[src/rtl/id_stage.sv]
// id_stage: RV32I instruction decode with register file, WB bypass,
// in-stage branch resolution, hazard detection and the ID/EX register.
module id_stage (
  input  logic        clk,
  input  logic        reset,
  input  logic        is_valid,
  input  logic [31:0] pc,
  input  logic [31:0] instr,
  input  logic        wb_we,
  input  logic [4:0]  wb_rd,
  input  logic [31:0] wb_data,
  input  logic        mem_reg_write,
  input  logic [4:0]  mem_rd,
  output logic        is_flush,
  output logic        is_stall,
  output logic [31:0] branch_target,
  output logic        ex_valid,
  output logic [31:0] ex_pc,
  output logic [31:0] ex_rs1_data,
  output logic [31:0] ex_rs2_data,
  output logic [31:0] ex_imm,
  output logic [4:0]  ex_rs1,
  output logic [4:0]  ex_rs2,
  output logic [4:0]  ex_rd,
  output logic [3:0]  ex_alu_op,
  output logic        ex_alu_src_imm,
  output logic        ex_alu_src_pc,
  output logic        ex_mem_read,
  output logic        ex_mem_write,
  output logic        ex_reg_write,
  output logic [2:0]  ex_funct3
);

  typedef enum logic [6:0] {
    OP_R      = 7'b0110011,
    OP_IMM    = 7'b0010011,
    OP_LOAD   = 7'b0000011,
    OP_STORE  = 7'b0100011,
    OP_BRANCH = 7'b1100011,
    OP_JAL    = 7'b1101111,
    OP_JALR   = 7'b1100111,
    OP_LUI    = 7'b0110111,
    OP_AUIPC  = 7'b0010111
  } opcode_e;

  typedef enum logic [3:0] {
    ALU_ADD    = 4'd0,
    ALU_SUB    = 4'd1,
    ALU_SLL    = 4'd2,
    ALU_SLT    = 4'd3,
    ALU_SLTU   = 4'd4,
    ALU_XOR    = 4'd5,
    ALU_SRL    = 4'd6,
    ALU_SRA    = 4'd7,
    ALU_OR     = 4'd8,
    ALU_AND    = 4'd9,
    ALU_PASS_B = 4'd10
  } alu_op_e;

  typedef struct packed {
    logic        valid;
    logic [31:0] pc;
    logic [31:0] rs1_data;
    logic [31:0] rs2_data;
    logic [31:0] imm;
    logic [4:0]  rs1;
    logic [4:0]  rs2;
    logic [4:0]  rd;
    alu_op_e     alu_op;
    logic        alu_src_imm;
    logic        alu_src_pc;
    logic        mem_read;
    logic        mem_write;
    logic        reg_write;
    logic [2:0]  funct3;
  } idex_t;

  function automatic alu_op_e alu_fn(input logic [2:0] f3, input logic alt, input logic is_r);
    case (f3)
      3'b000:  alu_fn = (is_r && alt) ? ALU_SUB : ALU_ADD;
      3'b001:  alu_fn = ALU_SLL;
      3'b010:  alu_fn = ALU_SLT;
      3'b011:  alu_fn = ALU_SLTU;
      3'b100:  alu_fn = ALU_XOR;
      3'b101:  alu_fn = alt ? ALU_SRA : ALU_SRL;
      3'b110:  alu_fn = ALU_OR;
      default: alu_fn = ALU_AND;
    endcase
  endfunction

  logic [31:0] rf_q [32];
  idex_t       idex_d, idex_q;

  opcode_e     opcode;
  logic [4:0]  rs1_f, rs2_f, rd_f;
  logic [2:0]  f3;
  logic [31:0] imm_i, imm_s, imm_b, imm_u, imm_j;
  logic [31:0] rs1_data, rs2_data;
  logic        known, use1, use2, br_op, taken;
  logic [31:0] target;
  idex_t       dec;
  logic        hit1_ex, hit2_ex, hit1_mem, hit2_mem;
  logic        load_use, br_hazard, valid_known;

  assign opcode = opcode_e'(instr[6:0]);
  assign rd_f   = instr[11:7];
  assign f3     = instr[14:12];
  assign rs1_f  = instr[19:15];
  assign rs2_f  = instr[24:20];

  assign imm_i = {{20{instr[31]}}, instr[31:20]};
  assign imm_s = {{20{instr[31]}}, instr[31:25], instr[11:7]};
  assign imm_b = {{19{instr[31]}}, instr[31], instr[7], instr[30:25], instr[11:8], 1'b0};
  assign imm_u = {instr[31:12], 12'b0};
  assign imm_j = {{11{instr[31]}}, instr[31], instr[19:12], instr[20], instr[30:21], 1'b0};

  // register file with reset clear; x0 is never written
  always_ff @(posedge clk) begin
    if (reset) begin
      for (int unsigned i = 0; i < 32; i++) rf_q[i] <= '0;
    end else if (wb_we && wb_rd != '0) begin
      rf_q[wb_rd] <= wb_data;
    end
  end

  // combinational reads; same-cycle WB write is bypassed in
  always_comb begin
    rs1_data = '0;
    rs2_data = '0;
    if (rs1_f != '0) rs1_data = (wb_we && wb_rd == rs1_f) ? wb_data : rf_q[rs1_f];
    if (rs2_f != '0) rs2_data = (wb_we && wb_rd == rs2_f) ? wb_data : rf_q[rs2_f];
  end

  // opcode decode, immediate/ALU setup and branch resolution
  always_comb begin
    known  = 1'b0;
    use1   = 1'b0;
    use2   = 1'b0;
    br_op  = 1'b0;
    taken  = 1'b0;
    target = '0;
    dec    = '0;
    case (opcode)
      OP_R: begin
        known = 1'b1; use1 = 1'b1; use2 = 1'b1;
        dec.reg_write = 1'b1;
        dec.alu_op    = alu_fn(f3, instr[30], 1'b1);
      end
      OP_IMM: begin
        known = 1'b1; use1 = 1'b1;
        dec.reg_write   = 1'b1;
        dec.alu_src_imm = 1'b1;
        dec.imm         = imm_i;
        dec.alu_op      = alu_fn(f3, instr[30], 1'b0);
      end
      OP_LOAD: begin
        known = 1'b1; use1 = 1'b1;
        dec.mem_read = 1'b1; dec.reg_write = 1'b1;
        dec.alu_src_imm = 1'b1; dec.imm = imm_i;
      end
      OP_STORE: begin
        known = 1'b1; use1 = 1'b1; use2 = 1'b1;
        dec.mem_write = 1'b1;
        dec.alu_src_imm = 1'b1; dec.imm = imm_s;
      end
      OP_BRANCH: begin
        known = 1'b1; use1 = 1'b1; use2 = 1'b1; br_op = 1'b1;
        dec.imm = imm_b;
        target  = pc + imm_b;
        case (f3)
          3'b000:  taken = (rs1_data == rs2_data);
          3'b001:  taken = (rs1_data != rs2_data);
          3'b100:  taken = ($signed(rs1_data) <  $signed(rs2_data));
          3'b101:  taken = ($signed(rs1_data) >= $signed(rs2_data));
          3'b110:  taken = (rs1_data <  rs2_data);
          3'b111:  taken = (rs1_data >= rs2_data);
          default: taken = 1'b0;
        endcase
      end
      OP_JAL: begin
        known = 1'b1; taken = 1'b1;
        target = pc + imm_j;
        dec.reg_write = 1'b1; dec.alu_src_pc = 1'b1;
        dec.alu_src_imm = 1'b1; dec.imm = 32'd4;
      end
      OP_JALR: begin
        known = 1'b1; use1 = 1'b1; br_op = 1'b1; taken = 1'b1;
        target = (rs1_data + imm_i) & ~32'd1;
        dec.reg_write = 1'b1; dec.alu_src_pc = 1'b1;
        dec.alu_src_imm = 1'b1; dec.imm = 32'd4;
      end
      OP_LUI: begin
        known = 1'b1;
        dec.reg_write = 1'b1; dec.alu_src_imm = 1'b1;
        dec.imm = imm_u; dec.alu_op = ALU_PASS_B;
      end
      OP_AUIPC: begin
        known = 1'b1;
        dec.reg_write = 1'b1; dec.alu_src_imm = 1'b1; dec.alu_src_pc = 1'b1;
        dec.imm = imm_u;
      end
      default: known = 1'b0;
    endcase
    dec.valid    = 1'b1;
    dec.pc       = pc;
    dec.funct3   = f3;
    dec.rs1      = use1 ? rs1_f : '0;
    dec.rs2      = use2 ? rs2_f : '0;
    dec.rs1_data = use1 ? rs1_data : '0;
    dec.rs2_data = use2 ? rs2_data : '0;
    dec.rd       = dec.reg_write ? rd_f : '0;
  end

  // hazards, redirect and next ID/EX contents; x0 never matches
  always_comb begin
    hit1_ex     = use1 && rs1_f != '0 && rs1_f == idex_q.rd;
    hit2_ex     = use2 && rs2_f != '0 && rs2_f == idex_q.rd;
    hit1_mem    = use1 && rs1_f != '0 && rs1_f == mem_rd;
    hit2_mem    = use2 && rs2_f != '0 && rs2_f == mem_rd;
    load_use    = idex_q.valid && idex_q.mem_read && (hit1_ex || hit2_ex);
    br_hazard   = br_op && ((idex_q.reg_write && (hit1_ex || hit2_ex)) ||
                            (mem_reg_write && (hit1_mem || hit2_mem)));
    valid_known = is_valid && known && !reset;
    is_stall    = valid_known && (load_use || br_hazard);
    is_flush    = valid_known && taken && !is_stall;
    branch_target = is_flush ? target : '0;
    idex_d      = (valid_known && !is_stall) ? dec : '0;
  end

  // ID/EX pipeline register
  always_ff @(posedge clk) begin
    if (reset) idex_q <= '0;
    else       idex_q <= idex_d;
  end

  assign ex_valid       = idex_q.valid;
  assign ex_pc          = idex_q.pc;
  assign ex_rs1_data    = idex_q.rs1_data;
  assign ex_rs2_data    = idex_q.rs2_data;
  assign ex_imm         = idex_q.imm;
  assign ex_rs1         = idex_q.rs1;
  assign ex_rs2         = idex_q.rs2;
  assign ex_rd          = idex_q.rd;
  assign ex_alu_op      = idex_q.alu_op;
  assign ex_alu_src_imm = idex_q.alu_src_imm;
  assign ex_alu_src_pc  = idex_q.alu_src_pc;
  assign ex_mem_read    = idex_q.mem_read;
  assign ex_mem_write   = idex_q.mem_write;
  assign ex_reg_write   = idex_q.reg_write;
  assign ex_funct3      = idex_q.funct3;

endmodule

[config.mk]
export PLATFORM = sky130hd
export DESIGN_NAME = id_stage
export DESIGN_NICKNAME = d
export VERILOG_FILES = /design/src/rtl/id_stage.sv
export SDC_FILE = /design/constraint.sdc
export NUM_CORES = 2
export LEC_CHECK = 0
export BUFFER_PORTS_ARGS = -buffer_cell sky130_fd_sc_hd__buf_4
export CORE_ASPECT_RATIO = 2
export CORE_MARGIN = 2
export CORE_UTILIZATION = 35
export CTS_CLUSTER_DIAMETER = 150
export DETAILED_ROUTE_END_ITERATION = 7
export MAX_ROUTING_LAYER = met4
export PLACE_DENSITY_LB_ADDON = 0.12
export SYNTH_ARGS = -nofsm -noshare
export SYNTH_HDL_FRONTEND = slang
export SYNTH_SLANG_ARGS = --single-unit
export TNS_END_PERCENT = 5
[constraint.sdc]
create_clock -name clk -period 7.3 [get_ports clk]
set_input_delay 0.365 -clock clk [delete_from_list [all_inputs] [get_ports clk]]
set_output_delay 0.365 -clock clk [all_outputs]
set_load 0.01 [all_outputs]
# Word-level counts from Yosys, hierarchy flattened
# Memories as Yosys holds them, arrays and structs flattened.
# Index checks and enable logic that the tools add are counted.
op_classes:
  bitwise: 4
  n_reduce_logical: 45
  n_lt_le_gt_ge: 4
  addsub: 3
  eq_ne: 24
  muxes: 37
op_table:
  columns: ["op", "n"]
  rows:
  - ["32-bit two-way mux", 8]
  - ["32-bit case mux with 5 select lines", 1]
  - ["156-bit two-way mux", 1]
  - ["32-bit adder", 3]
  - ["32-bit case mux with 3 select lines", 1]
  - ["32-bit greater-or-equal comparator", 2]
  - ["32-bit less-than comparator", 2]
  - ["4-bit case mux with 7 select lines", 2]
  - ["32-bit equality test", 1]
  - ["32-bit != test", 1]
  - ["32-bit OR reduction", 1]
  - ["5-bit equality test", 6]
  - ["7-bit by 6-bit equality test with 1-bit output (second input constant)", 3]
  - ["7-bit equality test (second input constant)", 3]
  - ["1-bit logical AND", 20]
  - ["5-bit two-way mux", 4]
  - ["1-bit two-way mux", 17]
  - ["5-bit nonzero test", 3]
  - ["3-bit OR reduction", 5]
  - ["7-bit by 5-bit equality test with 1-bit output (second input constant)", 2]
  - ["7-bit OR reduction", 2]
  - ["3-bit equality test (second input constant)", 4]
  - ["4-bit case mux with 3 select lines", 1]
  - ["2-bit OR reduction", 5]
  - ["other kinds (11)", 19]
totals:
  reg_bits: 156
  ramBits: 1024
  output_inout_bits: 190
  memories: 1
  inputBits: 111
mem_list:
  columns: ["memory", "depth", "word_bits", "read_ports", "rd_ports_with_merged_regs", "wr", "line", "text"]
  rows:
  - ["rf_q", 32, 32, 2, 0, 32, "91", "logic [31:0] rf_q [32];"]

# Longest topological paths before layout
depth:
  ltp_word: 15
  depth_mapped: 24
  ltp_nobuf: 20

# Least setup slack after synthesis
# Ideal clock, no wire load.
synth_path:
  path_kind: "input-to-output"
  startpoint: "input instr[20]"
  endpoint: "output branch_target[12]"
  arrival_ps: 6109
  required_ps: 6935
  path_buffers: 6
  path_stages: 24
  path_slack_ps: 826
  cell_sequence: "buf_2 > buf_2 > clkbuf_1 > buf_1 > buf_1 > mux4_2 > mux4_2 > mux2i_1 > nand2_1 > o211ai_1 > ha_1 > a21oi_1 > o221ai_1 > a21o_1 > a21o_1 > a21o_1 > a221o_1 > nor3_1 > mux2i_1 > o311a_1 > o22a_1 > nand2_1 > buf_2 > a31oi_1"
synth_between:
  elab_chain_len: 12
  elab_cells_between_ends: 35
synth_lines:
  columns: ["item", "line", "text"]
  rows:
  - ["start, declared", "8", "input logic [31:0] instr,"]
  - ["parallel branches: the longest is 11 deep, another holds memory read 32 x 32 bit", null, null]
  - ["32-bit two-way mux *", "226", "branch_target = is_flush ? target : '0;"]
  - ["end, declared", "16", "output logic [31:0] branch_target,"]
# Every way passes the cells marked *.

==> metrics.cfg <==
[timing]
worst_pin_slew_ns=1.28
rsz0062_at_grt=no
fin_crit_ns=6.95
timing.final.ws_setup_ns=0.350
fin_skew_ns=0.0341
setup-tns-final_ns=0
fmax_ghz=0.144
slew_headroom_pct=14.7
hold_viol=0
slew_violations=0
fin_crit_sh_pct=95.2
finalSetupViolations=0

[finish]
drive_gt1_share_pct=29.3
finalNetCount=4972
fin_area_um2=74600
nFillCells=16800
syn2layout_area_growth_pct=16.2
post-route-util_pct=40.9

[placed_design]
place_area_um2=70200
dp_hpwl_mm=176
pre_cts_ws_ns=0.122
numPortBuffers=300
gp_congestion=0.990

[synthesis]
netlist_area_um2=64200
synth-edff-count=1024
ys_ff_latch=1180
synthTopCellsByArea=edfxtp_1, mux4_2, and2_1
ys_types=77
synth_most_common_cell=edfxtp_1
ys_seq_area_share_pct=52.8
synthArstFlopShare_pct=0
synth_area_per_cell_um2=14.3
synth_top_area_share_pct=47.9
yosysWarningCount=0
synth_top_area_cell=edfxtp_1
netlist_top_cells_count=edfxtp_1, and2_1, mux4_2
syn_inst=4487
yosys_most_used_dff=edfxtp_1

[die]
dieArea_um2=187000
start_util_pct=35.2
dieWidth_um=307
coreArea_um2=182000
pin_count=301
fp.dieH_um=610
row_count=222

[power]
seqPwrFrac_pct=46.0
internal-power_mw=12.3
p_leak_nw=26.7
power_switching_share_pct=27.4
combPwrFrac_pct=16.7
clkPwrFrac_pct=37.2
switching_power_mw=4.65
vdd_drop_max_uv=190
cellPowerDensity_nw_per_um2=228
power_mw=17.0

[clocking]
root_buffer=clkbuf_16
path_clk_slew_ns=0.07
cts_tree=yes
cts_buffers=110
clkSinkCount=1180
insertion_delay_ns=0.74
htreeDepth=3
clockBufferDepth=3

[flow_run]
maxCapViolations=0

[grt]
grt_pass1_vias=44200
overflow=0
grt_pass1_wl_mm=364
antenna_found_initial=13
grt_usage_pct=29.1
grt_max_degree=51

[routing]
detail_route.wirelength_mm=267
drtPass1Iterations=6
drc_errors=0
viasPerCell=5.92
vias=42800
wl_per_cell_um=37.0
final_antenna_net_count=0
drtIter0Drc=4589

[setup_path]
start_kind=flip-flop
end_kind=output port
critPathKind=flip-flop to output port
worst-path-max-fanout=30
cp.arrival_ns=6.59
worstPathRequired_ns=6.93

[outcome]
status=completed

[min_path]
hold_path.class=primary input to flip-flop

## kinds of logic after synthesis
kind of cell	share of synthesized area (%)
fa+ha+maj	1.83
simple gates	14.0
xor+xnor	0.996
flops	52.8
mux	23.4
other cells	0.00584
buf+inv	2.89
compound gates	4.08
## sequential cells by signal (all words and copies together) (netlist names), 3 cells and up
signal and count:
ex_rs1_data 32, ex_rs2 5, ex_rd 5, ex_rs1 5, ex_rs2_data 32, ex_alu_op 4
rf_q 1024, ex_imm 32, ex_funct3 3, ex_pc 32
## routing by layer
metal,vias up,share of wire [%],global-route usage [%]
li1,17700,-,-
met1,22700,35,31.4
met2,1878,54,52.6
met3,534,5.8,3.46
met4,0,5.5,13.8
met5,-,0,-
## final cells by class
cell class / instances / area [µm²] / area share, %
Clock buffer: 132 / 2960 / 3.97
Inverter: 36 / 135 / 0.181
Timing Repair Buffer: 580 / 4920 / 6.60
Multi-Input combinational cell: 2861 / 28900 / 38.7
Clock inverter: 72 / 843 / 1.13
Tap cell: 2352 / 2940 / 3.95
Antenna cell: 12 / 30.0 / 0.0403
Sequential cell: 1180 / 33900 / 45.4
## power groups by stage
stage               combinational, mW  clock, mW  sequential, mW
finish                           2.84       6.32            7.81
detailed placement               2.80          0            7.96
floorplan                        1.69          0            7.87
CTS                              2.83       6.40            7.81
global route                     2.96       6.61            7.84
global placement                 2.80          0            7.94
## per-stage QoR
step | instances | hold WS [ns]
floorplan | 4518 | 0.487
global placement | 6957 | 0.605
detailed placement | 6957 | 0.606
CTS | 7210 | 0.00116
global route | 7216 | 0.00625
finish | 7225 | 0.0357
## repair_timing
action | in CTS | in global routing
hold buffers | 49 | 0
gates resized for setup | 0 | 8
endpoints found under the hold margin | 64 | 0
endpoints found under the setup margin | 0 | 29
buffers inserted | 0 | 2
## layout by cell type (no fill, tap or decap), types with 90 or more instances in the layout
master / instances
edfxtp_1: 1024
and2_1: 982
mux4_2: 621
buf_4: 493
dfxtp_1: 156
nor2_1: 139
nand2_1: 124
clkbuf_16: 115
a21oi_1: 90
ha_1: 90
## worst max-delay path: stages, from the launching register on
cell       delay [ns]
edfxtp_1         0.43
mux4_2           0.50
mux4_2           0.55
mux2i_1          0.32
a211oi_1         0.14
buf_4            0.17
ha_1             0.50
nand2_1          0.15
nor3_1           0.36
buf_4            0.18
and3_1           0.16
and3_2           0.31
inv_1            0.09
a2111oi_2        0.23
nor3_1           0.11
buf_4            0.18
a221oi_1         0.27
o311a_1          0.22
o22a_2           0.25
nand2_1          0.07
buf_4            0.26
a31oi_1          0.24
buf_4            0.16
## worst paths after layout
check               startpoint           endpoint  depth (start not counted)  slack, ns
setup / recovery  rf_q[16][31]  branch_target[12]                         22       0.35
hold / removal       instr[14]         ex_imm[14]                          3       0.04
setup reg to reg      ex_rd[4]    ex_rs1_data[12]                         12       3.53
hold reg to reg       ex_valid     ex_alu_src_imm                          3       0.92
Power figures use the tool's default switching activity.
